===== config.mk =====
export PLATFORM = sky130hd
export DESIGN_NAME = seg_scan_decoder
export DESIGN_NICKNAME = d
export VERILOG_FILES = /design/src/rtl/seg_pkg.sv /design/src/rtl/seg_pattern_decode.sv /design/src/rtl/seg_scan_decoder.sv
export SDC_FILE = /design/constraint.sdc
export NUM_CORES = 1
export LEC_CHECK = 0
export ABC_AREA = 1
export BUFFER_PORTS_ARGS = -buffer_cell sky130_fd_sc_hd__buf_2
export CORE_ASPECT_RATIO = 0.6
export CORE_MARGIN = 2
export CORE_UTILIZATION = 61
export CTS_CLUSTER_DIAMETER = 80
export DETAILED_ROUTE_END_ITERATION = 16
export GPL_TIMING_DRIVEN = 0
export HOLD_SLACK_MARGIN = 0.08
export PLACE_DENSITY = 0.86
export SYNTH_ARGS = -nofsm -noshare
export SYNTH_HDL_FRONTEND = slang
export SYNTH_HIERARCHICAL = 1
export SYNTH_SLANG_ARGS = --single-unit

===== constraint.sdc =====
create_clock -name clk -period 6.2 [get_ports clk]
set_input_delay 0.31 -clock clk [delete_from_list [all_inputs] [get_ports clk]]
set_output_delay 0.31 -clock clk [all_outputs]
set_load 0.005 [all_outputs]

===== src/rtl/seg_pkg.sv =====
// Shared seven-segment constants and FSM state type for the display driver and its scan decoder.
// Patterns are the 7 active-low segment bits {g,f,e,d,c,b,a}.
package seg_pkg;

  localparam logic [6:0] SEG_0     = 7'h40;
  localparam logic [6:0] SEG_1     = 7'h79;
  localparam logic [6:0] SEG_2     = 7'h24;
  localparam logic [6:0] SEG_3     = 7'h30;
  localparam logic [6:0] SEG_4     = 7'h19;
  localparam logic [6:0] SEG_5     = 7'h12;
  localparam logic [6:0] SEG_6     = 7'h02;
  localparam logic [6:0] SEG_7     = 7'h78;
  localparam logic [6:0] SEG_8     = 7'h00;
  localparam logic [6:0] SEG_9     = 7'h10;
  localparam logic [6:0] SEG_BLANK = 7'h7F;
  localparam logic [6:0] SEG_MINUS = 7'h3F;

  localparam logic [3:0] CODE_BLANK = 4'd10;
  localparam logic [3:0] CODE_MINUS = 4'd11;
  localparam logic [3:0] CODE_BAD   = 4'd15;

  typedef enum logic [1:0] {
    COLLECT = 2'd0,
    CONVERT = 2'd1,
    OUTPUT  = 2'd2
  } state_t;

endpackage


===== src/rtl/seg_pattern_decode.sv =====
// Combinational 7-segment pattern to digit code translation; unknown patterns flag bad.
module seg_pattern_decode
  import seg_pkg::*;
(
  input  logic [6:0] pattern,
  output logic [3:0] code,
  output logic       bad
);

  always_comb begin
    code = CODE_BAD;
    bad  = 1'b0;
    case (pattern)
      SEG_0:     code = 4'd0;
      SEG_1:     code = 4'd1;
      SEG_2:     code = 4'd2;
      SEG_3:     code = 4'd3;
      SEG_4:     code = 4'd4;
      SEG_5:     code = 4'd5;
      SEG_6:     code = 4'd6;
      SEG_7:     code = 4'd7;
      SEG_8:     code = 4'd8;
      SEG_9:     code = 4'd9;
      SEG_BLANK: code = CODE_BLANK;
      SEG_MINUS: code = CODE_MINUS;
      default:   bad  = 1'b1;
    endcase
  end

endmodule


===== src/rtl/seg_scan_decoder.sv =====
// Passive receiver for the multiplexed 8-digit seven-segment bus: captures settled digits,
// assembles a frame, converts it to binary and offers it on a valid/ready port.
module seg_scan_decoder
  import seg_pkg::*;
#(
  parameter int SETTLE_CYC  = 4,
  parameter int TIMEOUT_CYC = 20000
) (
  input  logic        clk,
  input  logic        rst,
  input  logic [7:0]  seg_sel,
  input  logic [7:0]  seg_led,
  output logic        out_valid,
  input  logic        out_ready,
  output logic [31:0] out_bcd,
  output logic [26:0] out_value,
  output logic [3:0]  out_dp_pos,
  output logic        out_err,
  output logic        disp_off
);

  logic [7:0]  sel_q1, sel_q2, sel_q3;
  logic [7:0]  led_q1, led_q2, led_q3;
  logic [3:0]  settle_cnt;
  logic [15:0] idle_cnt;
  logic [15:0] tmo_cnt;
  state_t      state;
  logic [7:0]  mask;
  logic [26:0] acc;
  logic [2:0]  idx;

  logic [3:0]  code_mem [8];
  logic [7:0]  dp_mem;
  logic [7:0]  bad_mem;

  logic [7:0]  sel_n;
  logic        sel_onehot;
  logic        capture;
  logic        cap_we;
  logic [2:0]  dig_idx;
  logic [3:0]  dec_code;
  logic        dec_bad;
  logic [31:0] bcd_frame;
  logic [3:0]  dp_pos;
  logic        multi_dp;
  logic [3:0]  cur_code;
  logic [26:0] acc_next;

  seg_pattern_decode u_decode (
    .pattern (led_q2[6:0]),
    .code    (dec_code),
    .bad     (dec_bad)
  );

  assign sel_n      = ~sel_q2;
  assign sel_onehot = (sel_n != 8'd0) && ((sel_n & (sel_n - 8'd1)) == 8'd0);
  assign capture    = (settle_cnt == 4'(SETTLE_CYC - 1)) && sel_onehot;
  assign cap_we     = capture && (state == COLLECT) && (mask != 8'hFF);

  always_comb begin
    dig_idx = 3'd0;
    for (int i = 0; i < 8; i++) begin
      if (sel_n[i]) dig_idx = 3'(i);
    end
  end

  // Scanning downward leaves the lowest lit dp as the reported position.
  always_comb begin
    dp_pos = 4'd0;
    for (int i = 7; i >= 0; i--) begin
      if (dp_mem[i]) dp_pos = 4'(i + 1);
    end
  end
  assign multi_dp = (dp_mem & (dp_mem - 8'd1)) != 8'd0;

  for (genvar gi = 0; gi < 8; gi++) begin : g_bcd
    assign bcd_frame[4*gi +: 4] = code_mem[gi];
  end

  assign cur_code = code_mem[idx];
  assign acc_next = (acc << 3) + (acc << 1) + ((cur_code <= 4'd9) ? 27'(cur_code) : 27'd0);

  always_ff @(posedge clk or posedge rst) begin
    if (rst) begin
      sel_q1     <= 8'hFF;
      sel_q2     <= 8'hFF;
      sel_q3     <= 8'hFF;
      led_q1     <= 8'hFF;
      led_q2     <= 8'hFF;
      led_q3     <= 8'hFF;
      settle_cnt <= 4'd0;
      idle_cnt   <= 16'd0;
      disp_off   <= 1'b0;
    end else begin
      sel_q1 <= seg_sel;
      sel_q2 <= sel_q1;
      sel_q3 <= sel_q2;
      led_q1 <= seg_led;
      led_q2 <= led_q1;
      led_q3 <= led_q2;
      if ({sel_q2, led_q2} != {sel_q3, led_q3}) settle_cnt <= 4'd0;
      else if (settle_cnt != 4'd15)             settle_cnt <= settle_cnt + 4'd1;
      if (sel_q2 != 8'hFF)                         idle_cnt <= 16'd0;
      else if (idle_cnt != 16'(TIMEOUT_CYC))       idle_cnt <= idle_cnt + 16'd1;
      if (capture)                                 disp_off <= 1'b0;
      else if (sel_q2 == 8'hFF && idle_cnt == 16'(TIMEOUT_CYC - 1)) disp_off <= 1'b1;
    end
  end

  // Digit storage has no reset: the capture mask decides which entries are meaningful.
  always_ff @(posedge clk) begin
    if (cap_we) begin
      code_mem[dig_idx] <= dec_code;
      dp_mem[dig_idx]   <= ~led_q2[7];
      bad_mem[dig_idx]  <= dec_bad;
    end
  end

  always_ff @(posedge clk or posedge rst) begin
    if (rst) begin
      state      <= COLLECT;
      mask       <= 8'd0;
      tmo_cnt    <= 16'd0;
      acc        <= 27'd0;
      idx        <= 3'd0;
      out_valid  <= 1'b0;
      out_bcd    <= 32'd0;
      out_value  <= 27'd0;
      out_dp_pos <= 4'd0;
      out_err    <= 1'b0;
    end else begin
      case (state)
        COLLECT: begin
          if (mask == 8'hFF) begin
            state   <= CONVERT;
            mask    <= 8'd0;
            tmo_cnt <= 16'd0;
            acc     <= 27'd0;
            idx     <= 3'd7;
          end else if (cap_we) begin
            mask[dig_idx] <= 1'b1;
            tmo_cnt       <= 16'd0;
          end else if (tmo_cnt == 16'(TIMEOUT_CYC - 1)) begin
            mask    <= 8'd0;
            tmo_cnt <= 16'd0;
          end else begin
            tmo_cnt <= tmo_cnt + 16'd1;
          end
        end
        CONVERT: begin
          acc <= acc_next;
          idx <= idx - 3'd1;
          if (idx == 3'd0) begin
            state      <= OUTPUT;
            out_valid  <= 1'b1;
            out_bcd    <= bcd_frame;
            out_value  <= acc_next;
            out_dp_pos <= dp_pos;
            out_err    <= (|bad_mem) || multi_dp;
          end
        end
        OUTPUT: begin
          if (out_ready) begin
            out_valid <= 1'b0;
            state     <= COLLECT;
          end
        end
        default: state <= COLLECT;
      endcase
    end
  end

endmodule


### After elaboration in Yosys (flattened, before gate mapping)

Memory sizes are Yosys's and may differ from the RTL's. A register that Yosys moved wholly into a read port is not among the register bits.
Cells that the tools add are included.

| cells by class | value |
|---|---|
| muxes and demuxes | 47 |
| $add $sub $neg | 8 |
| magnitude comparators | 3 |
| bitwise gates (word level) | 5 |
| reduce and logical (&&, ||, !) cells | 26 |
| eq/ne operators | 26 |

Operators by type and width:

| kind | count |
|---|---|
| 2-to-1 mux 16 bit | 5 |
| case mux 26 bit (2 select lines) | 1 |
| case mux 4 bit (12 select lines) | 1 |
| 2-to-1 mux 4 bit | 11 |
| adder 16 x 1 -> 16 bit, second input constant | 2 |
| == test 16 x 15 -> 1 bit, second input constant | 2 |
| == test 7 bit, second input constant | 4 |
| adder 27 bit | 1 |
| adder 27 x 4 -> 27 bit | 1 |
| 2-to-1 mux 26 bit | 1 |
| 2-to-1 mux 8 bit | 3 |
| == test 7 x 5 -> 1 bit, second input constant | 3 |
| == test 7 x 6 -> 1 bit, second input constant | 3 |
| AND 8 bit | 2 |
| bitwise mux 8 bit | 2 |
| == test 8 bit, second input constant | 2 |
| != test 16 x 15 -> 1 bit, second input constant | 1 |
| != test 16 bit | 1 |
| != test 8 bit, second input constant | 2 |
| nonzero test 8 bit | 2 |
| subtractor 8 x 1 -> 8 bit, second input constant | 2 |
| 2-to-1 mux 3 bit | 5 |
| OR reduction 12 bit | 1 |
| 2-to-1 mux 2 bit | 5 |
| 31 further kinds | 52 |

| word-level totals | value |
|---|---|
| RAM bits | 32 |
| flip-flop bits (word level) | 173 |
| input bits | 19 |
| logic and storage cells | 136 |
| output and inout port bits | 66 |
| memories kept | 1 |

Memory list:

| memory | depth | width | read ports | clocked after memory_dff | wr ports | line | text |
|---|---|---|---|---|---|---|---|
| code_mem | 8 | 4 | 9 | 8 | 1 | seg_scan_decoder.sv:32 | `logic [3:0] code_mem [8];` |

### Longest topological paths before layout

Gate-level depths: netlist (run 1).

| logic depth | value |
|---|---|
| depth after elaboration | 15 |
| depth in mapped cells | 22 |
| depth with buffers taken out | 22 |

### Hierarchy

The synthesis (run 1) kept the hierarchy.

Modules (own cells, without submodules):

| module | sequential area each (um^2) | cells each | area each (um^2) | instances |
|---|---|---|---|---|
| seg_scan_decoder | 6231.0 | 1294 | 11464.7 | 1 |
| seg_pattern_decode | 0.0 | 63 | 281.5 | 1 |

### Worst setup path after synthesis (run 1)

OpenSTA, ideal clock, no wires.

| path | value |
|---|---|
| path type | register to register |
| start | register idx[0] |
| end | register acc[12] |
| slack | 2.881 ns |
| stages on the path, launching flop included | 21 |
| period minus slack after synthesis | 3.319 ns |
| setup time | 0.117 ns |
| buffers on the path | 2 |
| data required time | 6.083 ns |
| data arrival time | 3.202 ns |
| cells stage by stage | dfrtp_1 > buf_2 > clkbuf_1 > o21ai_0 > o21ai_0 > o21ai_0 > nand2_1 > nand2_1 > nand2_1 > fa_1 > fa_1 > inv_1 > nand2_1 > o21ai_0 > nand2_1 > nand2_1 > nand3_1 > nand3_1 > nand2_1 > nand2_1 > nand2_1 |

| on the way | value |
|---|---|
| word-level cells in the longest chain between the ends | 5 |

Ends and longest elaborated chain:

| item | line | text |
|---|---|---|
| start: declaration | seg_scan_decoder.sv:30 | `logic [2:0] idx;` |
| start signal: assignment | seg_scan_decoder.sv:152 | `idx <= idx - 3'd1;` |
| memory (8 x 4 bit) (*) | - |  |
| less-or-equal comparator 4 bit | seg_scan_decoder.sv:81 | `assign acc_next = (acc << 3) + (acc << 1) + ((cur_code <= 4'd9) ? 27'(cur_code) : 27'd0);` |
| 2-to-1 mux 4 bit (*) | seg_scan_decoder.sv:81 |  |
| adder 27 x 4 -> 27 bit (*) | seg_scan_decoder.sv:81 |  |
| case mux 26 bit (2 select lines) (*) | seg_scan_decoder.sv:132 | `case (state)` |
| end signal: assignment | seg_scan_decoder.sv:151 | `acc <= acc_next;` |
| end: declaration | seg_scan_decoder.sv:29 | `logic [26:0] acc;` |

Every way passes the cells marked *; elsewhere a longest branch is shown, timed or not.
A chain may end at the register's enable or synchronous reset.

### Worst setup path after layout (run 1)

| path | value |
|---|---|
| start | register idx[0] |
| end | register out_value[12] |

| on the way | value |
|---|---|
| word-level cells in the longest chain between the ends | 4 |
| elaborated cells on any way between the ends | 6 |
| those cells by class | add/sub (1); order compare (1); mux (1); reduce/logical (2); memory (1) |

Ends and longest elaborated chain:

| item | line | text |
|---|---|---|
| memory (8 x 4 bit) | - |  |
| less-or-equal comparator 4 bit | seg_scan_decoder.sv:81 |  |
| 2-to-1 mux 4 bit | seg_scan_decoder.sv:81 |  |
| adder 27 x 4 -> 27 bit | seg_scan_decoder.sv:81 |  |
| end signal: assignment | seg_scan_decoder.sv:157 | `out_value <= acc_next;` |
| end: declaration | seg_scan_decoder.sv:16 | `output logic [26:0] out_value,` |

Parallel ways exist; a longest one is shown, timed or not.

==> metrics.cfg, run 1 <==
[run_status]
status=finished clean

[timing]
skew_ps=30.5
min_period_over_period_pct=76.9
max_freq_mhz=210
setup_viol=0
max_slew_margin_pct=25.2
finalHoldViolCount=0
final_max_slew_viol_count=0
tns_ps=0
worst_pin_slew_ps=1110
grt_setup_unrepaired=no
post-route-min-period_ps=4770

[critical_path]
cp-end-kind=flip-flop
worstPathArrival_ps=5180
crit_family=simple AND/OR/NAND/NOR gates
critPathMaxFanout=11
path_class=reg2reg
r2r_slack_ps=1430
crit_path_frequent_cell=nand2_1
cp.required_ps=6620
startpoint_type=flip-flop
worstPathCellList=buf_2, clkinv_1, nor2_1, o21ai_0, o21ai_0, nand2_1, nand2_1, nand2_1, fa_1, fa_1, inv_1, nand2_1, o21ai_0, nand2_1, nand2_1, nand3_1, nand3_1, nand2_1, nand2_1, nand2_1
crit_path_top_delay_cell=o21ai_0
cp_slowest_stage_delay_ps=590
path_buf_inv=3

[global_routing]
grt_pass1_wl_mm=48.7
grt-ovfl-total=0
gr-usage-all-layers_pct=30.2
antenna_found_initial=1
first_global_vias=9392
grt_max_degree=135

[yosys]
synth_cell_types=41
synth_most_common_cell=nand2_1
synth-main-ff-cell=dfrtp_1
synthesis.nets=1432
postSynth.asyncResetShare_pct=79.7
syn_inst=1357
netlist_area_mm2=0.0117
synth.ff_latch_count=237
syn_avg_cell_area_um2=8.66
synth_top_area_share_pct=30.0
synth.area.top_cells=dfrtp_1 30%, nand2_1 13%, edfxtp_1 12%, dfstp_2 11%, ha_1 5.8%
yosys_warnings=6
synth_area_leader_cell=dfrtp_1
ys_seq_area_share_pct=53.0
synth-edff-count=48
synth_common_cells=400 x nand2_1, 141 x dfrtp_1, 135 x inv_1, 125 x nor2_1, 94 x o21ai_0

[detailed_routing]
wl_per_cell_um=17.2
vias_per_cell=5.70
vias=9954
ant_nets=0
drc=0
postRouteWirelength_mm=30.1
drtIter0Drc=1137
first_pass_iters=6

[clock_network]
cts_hold_buf=18
cts.repair.resized=0
clock-sinks=237
post-cts-setup-buffers=0
numCtsBuffers=22
cts_tree=yes
clockBufferDepth=3
cts_root_buf=clkbuf_16
clk_pin_slew_ps=70
clk_latency_ps=530
cts_max_level=1

[finish]
diodes=0
final_util_pct=70.9
area_growth_pct=14.3
num-nets-final=1559
num-fill-cells=1359
drive_above_1_share_pct=14.8

[power_and_ir_drop]
leakagePower_uw=0.00666
p_per_area_mw_per_mm2=239
ir_worst_vdd_mv=0.269

[die]
io_pins=85
num_rows=39
fp.coreArea_mm2=0.0189
start_util_pct=62.0
die_w_um=183
fp.dieH_um=111
die-area_mm2=0.0204

[placement]
gp_congestion=1.00
numPortBuffers=84
hpwl_mm=21.6

[min_path]
hp-class=reg2reg

[flow_run]
maxCapViolations=0

==> power breakdown <==
group / total, uW / leakage (uW) / internal [uW] / switching, uW
combinational: 156 / 0.00345 / 61.6 / 94.2
sequential: 1680 / 0.00285 / 1640 / 39.7
clock: 1360 / 0.000362 / 767 / 596
total: 3200 / 0.00666 / 2470 / 730
==> kinds of logic (layout without fill, tap and decap cells) <==
logic type | count (synthesis) | in the layout | share of synthesized area (%)
compound gates | 172 | 172 | 7.71
xor+xnor | 40 | 40 | 2.98
fa+ha+maj | 56 | 56 | 6.09
buf+inv | 170 | 313 | 5.60
flops | 237 | 237 | 53.0
mux | 1 | 1 | 0.0959
simple gates | 681 | 681 | 24.5
==> area by class of cell <==
| cell class | count | area (um^2) | share of cell area (%) |
|---|---|---|---|
| multi-input combinational | 950 | 4860 | 36.2 |
| tap | 246 | 308 | 2.29 |
| clock inverter | 13 | 141 | 1.05 |
| buffer | 24 | 110 | 0.820 |
| sequential | 237 | 6230 | 46.4 |
| timing repair buffer | 103 | 628 | 4.68 |
| inverter | 146 | 556 | 4.14 |
| clock buffer | 27 | 589 | 4.39 |
==> metrics by stage <==
step / hold slack, ps / area, um^2 / setup WS, ps / total power [uW] / cells
6_report: 356 / 13400 / 1430 / 3200 / 1746
2_1_floorplan: 314 / 11700 / 827 / 1810 / 1357
3_3_place_gp: 346 / 12500 / -1110 / 1850 / 1687
4_1_cts: 356 / 13400 / 1660 / 3220 / 1746
5_1_grt: 359 / 13400 / 1180 / 3310 / 1746
3_5_place_dp: 347 / 12500 / 1760 / 1860 / 1688
==> layout by cell type, fill, tap and decap left out, types with 2 or more instances in the layout <==
cell type,netlist,final
clkbuf_16,0,22
inv_1,135,134
buf_2,10,94
nor4_1,2,2
o21ai_1,4,4
clkinv_1,2,3
fa_1,2,2
nand2_2,4,4
dfrtp_1,141,141
dlygate4sd3_1,0,18
a21oi_1,54,54
o21ai_0,94,94
nand3b_1,7,7
xor2_1,21,21
o21bai_1,6,6
nor2_2,17,17
nor3_1,22,22
ha_1,54,54
nand2_1,400,400
bufinv_16,0,2
edfxtp_1,48,48
a211oi_1,2,2
nor2_1,125,125
o22ai_1,4,4
inv_2,9,9
nand3_2,4,4
nand4_1,25,25
o211ai_1,3,3
dfstp_2,48,48
clkbuf_1,13,16
clkinv_2,0,8
clkbuf_8,0,2
or2_2,3,3
nand3_1,67,67
xnor2_1,19,19
nand2_4,2,2
==> metal layers <==
layer / part of all wire, % / up-vias / track usage, %
li1: - / 4664 / -
met1: 45 / 4683 / 46.4
met2: 42 / 550 / 44.1
met3: 11 / 55 / 6.90
met4: 1.9 / 2 / 6.45
met5: 0.043 / - / 0
==> flip-flops by register name, summed over array words and instances (netlist names), 16 cells and up <==
signal     count
out_bcd       32
tmo_cnt       16
idle_cnt      16
code_mem      32
acc           26
out_value     27
==> final timing paths <==
check	startpoint	end	cells after the start
max	idx[0]	out_value[12]	20
max reg2reg	idx[0]	out_value[12]	20
min	led_q1[2]	led_q2[2]	0
min reg2reg	led_q1[2]	led_q2[2]	0
min in group asynchronous	rst	out_value[9]	3
max in group asynchronous	rst	out_bcd[25]	4
Note: power is estimated with default switching activity, not from simulation.
==> inputs of run 2 (changes only) <==
Settings changed: ABC_AREA 1 to 0, CORE_UTILIZATION 61 to 55, PLACE_DENSITY 0.86 to 0.82.
Clock period 6.2 ns to 3.95 ns, I/O delays scaled along.
==> run 2 against run 1 <==
Net effect: the flow now finishes with violations (setup timing); clock-buffer cell count is 2 higher; clock skew decreased by 21 ps; synthesized area is 3.0% lower; total power is 55% higher; critical endpoint is now out_value[26].
==> metrics.cfg, run 2 <==
[yosys]
synth_area_leader_cell=dfrtp_1
synth.ff_latch_count=237  ; unchanged
syn_avg_cell_area_um2=11.0  ; +27%
netlist_area_mm2=0.0114  ; -3.0%
synth_cell_types=86  ; +110%
synth_common_cells=168 x nand2_1, 141 x dfrtp_1, 65 x nor2_1, 54 x ha_1
syn_inst=1038  ; -24%
postSynth.asyncResetShare_pct=79.7  ; unchanged
yosys_warnings=6  ; unchanged
synth-main-ff-cell=dfrtp_1
synth-edff-count=48  ; unchanged
synth.area.top_cells=dfrtp_1 31%, edfxtp_1 13%, dfstp_2 11%, ha_1 5.9%, nand2_1 5.5%
synth_most_common_cell=nand2_1
synth_top_area_share_pct=31.0  ; +0.93 points
synthesis.nets=1113  ; -22%
ys_seq_area_share_pct=54.7  ; +1.6 points

[flow_run]
maxCapViolations=0  ; unchanged

[placement]
gp_congestion=0.934  ; -6.8%
placed_cells=1400  ; -17%
hpwl_mm=20.3  ; -6.4%
numPortBuffers=84  ; unchanged

[detailed_routing]
vias=9021  ; -9.4%
wl_per_cell_um=20.3  ; +18%
drtIter0Drc=958  ; -16%
first_pass_iters=6  ; unchanged
drc=0  ; unchanged
vias_per_cell=6.12  ; +7.3%
ant_nets=0  ; unchanged
postRouteWirelength_mm=29.9  ; -0.56%

[global_routing]
grt_pass1_wl_mm=46.1  ; -5.4%
gr-usage-all-layers_pct=27.0  ; -3.1 points
first_global_vias=8542  ; -9.1%
grt_max_degree=46  ; -66%
grt-ovfl-total=0  ; unchanged
antenna_found_initial=0  ; -1

[clock_network]
cts_max_level=1  ; unchanged
numCtsBuffers=23  ; +4.5%
clockBufferDepth=3  ; unchanged
cts_root_buf=clkbuf_16
clk_latency_ps=510  ; -20 ps
clock-sinks=237  ; unchanged
cts_tree=yes
clk_pin_slew_ps=70  ; about the same

[die]
die_w_um=190  ; +3.6%
io_pins=85  ; unchanged
fp.dieH_um=115  ; +3.6%
start_util_pct=56.5  ; -5.6 points
fp.coreArea_mm2=0.0202  ; +6.5%
num_rows=40  ; +2.6%
die-area_mm2=0.0219  ; +7.4%

[timing]
grt_setup_unrepaired=yes
skew_ps=9.29  ; -21.2 ps
setup_viol=9  ; +9
final_max_slew_viol_count=0  ; unchanged
fin_ws_ps=-79.6  ; -1510 ps
max_slew_margin_pct=33.9  ; +8.7 points
finalHoldViolCount=0  ; unchanged
post-route-min-period_ps=4030  ; -738 ps
max_freq_mhz=248  ; +18%
tns_ps=-444  ; -444 ps
worst_pin_slew_ps=984  ; -130 ps
min_period_over_period_pct=102  ; +25 points

[finish]
num-nets-final=1261  ; -19%
seqCellArea_mm2=0.00623  ; unchanged
final_common_cell=nand2_1
area_growth_pct=18.5
drive_above_1_share_pct=22.9  ; +8.1 points
layout_common_cells=163 x nand2_1, 141 x dfrtp_1, 87 x buf_2
instances_no_fill=1475  ; -16%
multi_input_area_mm2=0.00506  ; +4.1%
top_regs=code_mem x32, out_bcd x32, out_value x27
diodes=0  ; unchanged
num-fill-cells=1416  ; +4.2%

[power_and_ir_drop]
p_per_area_mw_per_mm2=367  ; +54%
ir_worst_vdd_mv=0.278  ; +3.6%
leakagePower_uw=0.00621  ; -6.9%

[critical_path]
path_class=reg2reg
startpoint_type=flip-flop
cp.required_ps=4340  ; -2280 ps
cp-end-kind=flip-flop
worstPathArrival_ps=4420  ; -760 ps
critPathMaxFanout=3  ; -8

[run_status]
status=complete, but fails checks
violations=setup timing

[min_path]
hp-class=in2async

-- run 2: cell count changes after synthesis, moves of 11 or more --
| cell | previous run | this run |
|---|---|---|
| xor2_1 | 21 | 35 |
| nand2_1 | 400 | 168 |
| a21oi_1 | 54 | 33 |
| clkbuf_1 | 13 | 37 |
| inv_1 | 135 | 29 |
| nor2_1 | 125 | 65 |
| a22o_1 | 0 | 14 |
| a21o_1 | 0 | 16 |
| nand3_1 | 67 | 31 |
| o21ai_0 | 94 | 47 |
| nor2_2 | 17 | 0 |
| and3_1 | 0 | 11 |
-- run 2: layout make-up --
type	instances	share of cell area, %
clock inverters	12	0.482
clock buffers	29	4.88
repair buffers	124	6.11
multi-input cells	726	37.4
well taps	273	2.53
flip-flops and latches	237	46.1
inverters	29	0.834
plain buffers	45	1.58
-- run 2: logic make-up after synthesis --
group                    after synthesis  synth area share (%)
AO/OA/AOI/OAI                        195                  11.8
multiplexers                          21                  2.84
buffers and inverters                 75                  2.76
adder cells (fa/ha/maj)               56                  6.28
flip-flops                           237                  54.7
XOR/XNOR                              55                  4.23
AND/OR/NAND/NOR                      399                  17.4
-- run 2: per-stage QoR --
stage / hold slack (ps) / util, % / worst slack, ps / total power (uW) / area, um^2
4_1_cts: 309 / 66.0 / -8.58 / 4960 / 13300
3_5_place_dp: 282 / 60.8 / -752 / 2860 / 12300
6_report: 303 / 66.9 / -79.6 / 4950 / 13500
2_1_floorplan: 202 / - / 29.4 / 2790 / 11400
3_3_place_gp: 302 / 60.3 / -633 / 2840 / 12200
5_1_grt: 313 / 66.9 / -219 / 5090 / 13500
-- run 2: worst max-delay path, cell delays in order, from the launching register on --
cell and delay, ps:
dfrtp_1 430, buf_6 130, mux4_2 530, or3_4 400
o31ai_4 80, nand2_2 100, fa_1 490, fa_2 380
nand2b_4 160, a211oi_4 270, o211ai_1 240, buf_4 260
a211oi_4 230, o311a_1 180, nor2_1 40
-- run 2: path summary, 6_finish.rpt --
path / startpoint / cells after the start / end / slack [ps]
max: idx[0] / 14 / out_value[26] / -80
min: rst / 3 / out_dp_pos[3] / 300
max reg2reg: idx[0] / 14 / out_value[26] / -80
min reg2reg: led_q1[6] / 0 / led_q2[6] / 350
max in group asynchronous: rst / 5 / sel_q1[3] / 2710
min in group clk: seg_led[5] / 2 / led_q1[5] / 320
-- run 2: routing by layer --
metal / GRT usage [%] / part of all wire (%)
met2: 39.4 / 43
met5: 0 / 0
met3: 7.36 / 10
met4: 6.82 / 2.6
met1: 40.4 / 44
-- run 2: timing repair --
| action | in CTS | in global routing |
|---|---|---|
| buffers inserted | 10 | 7 |
| hold endpoints to repair | 41 | 0 |
| hold buffers | 18 | 0 |
| gates cloned | 0 | 0 |
| pin swaps | 11 | 24 |
| resized for setup | 18 | 34 |
| setup endpoints to repair | 35 | 32 |
-- run 2: power breakdown --
part	total (uW)	internal [uW]	switching [uW]	leakage [uW]
Combinational	196	84.5	112	0.00298
Sequential	2640	2570	61.4	0.00285
Clock	2120	1180	936	0.000369
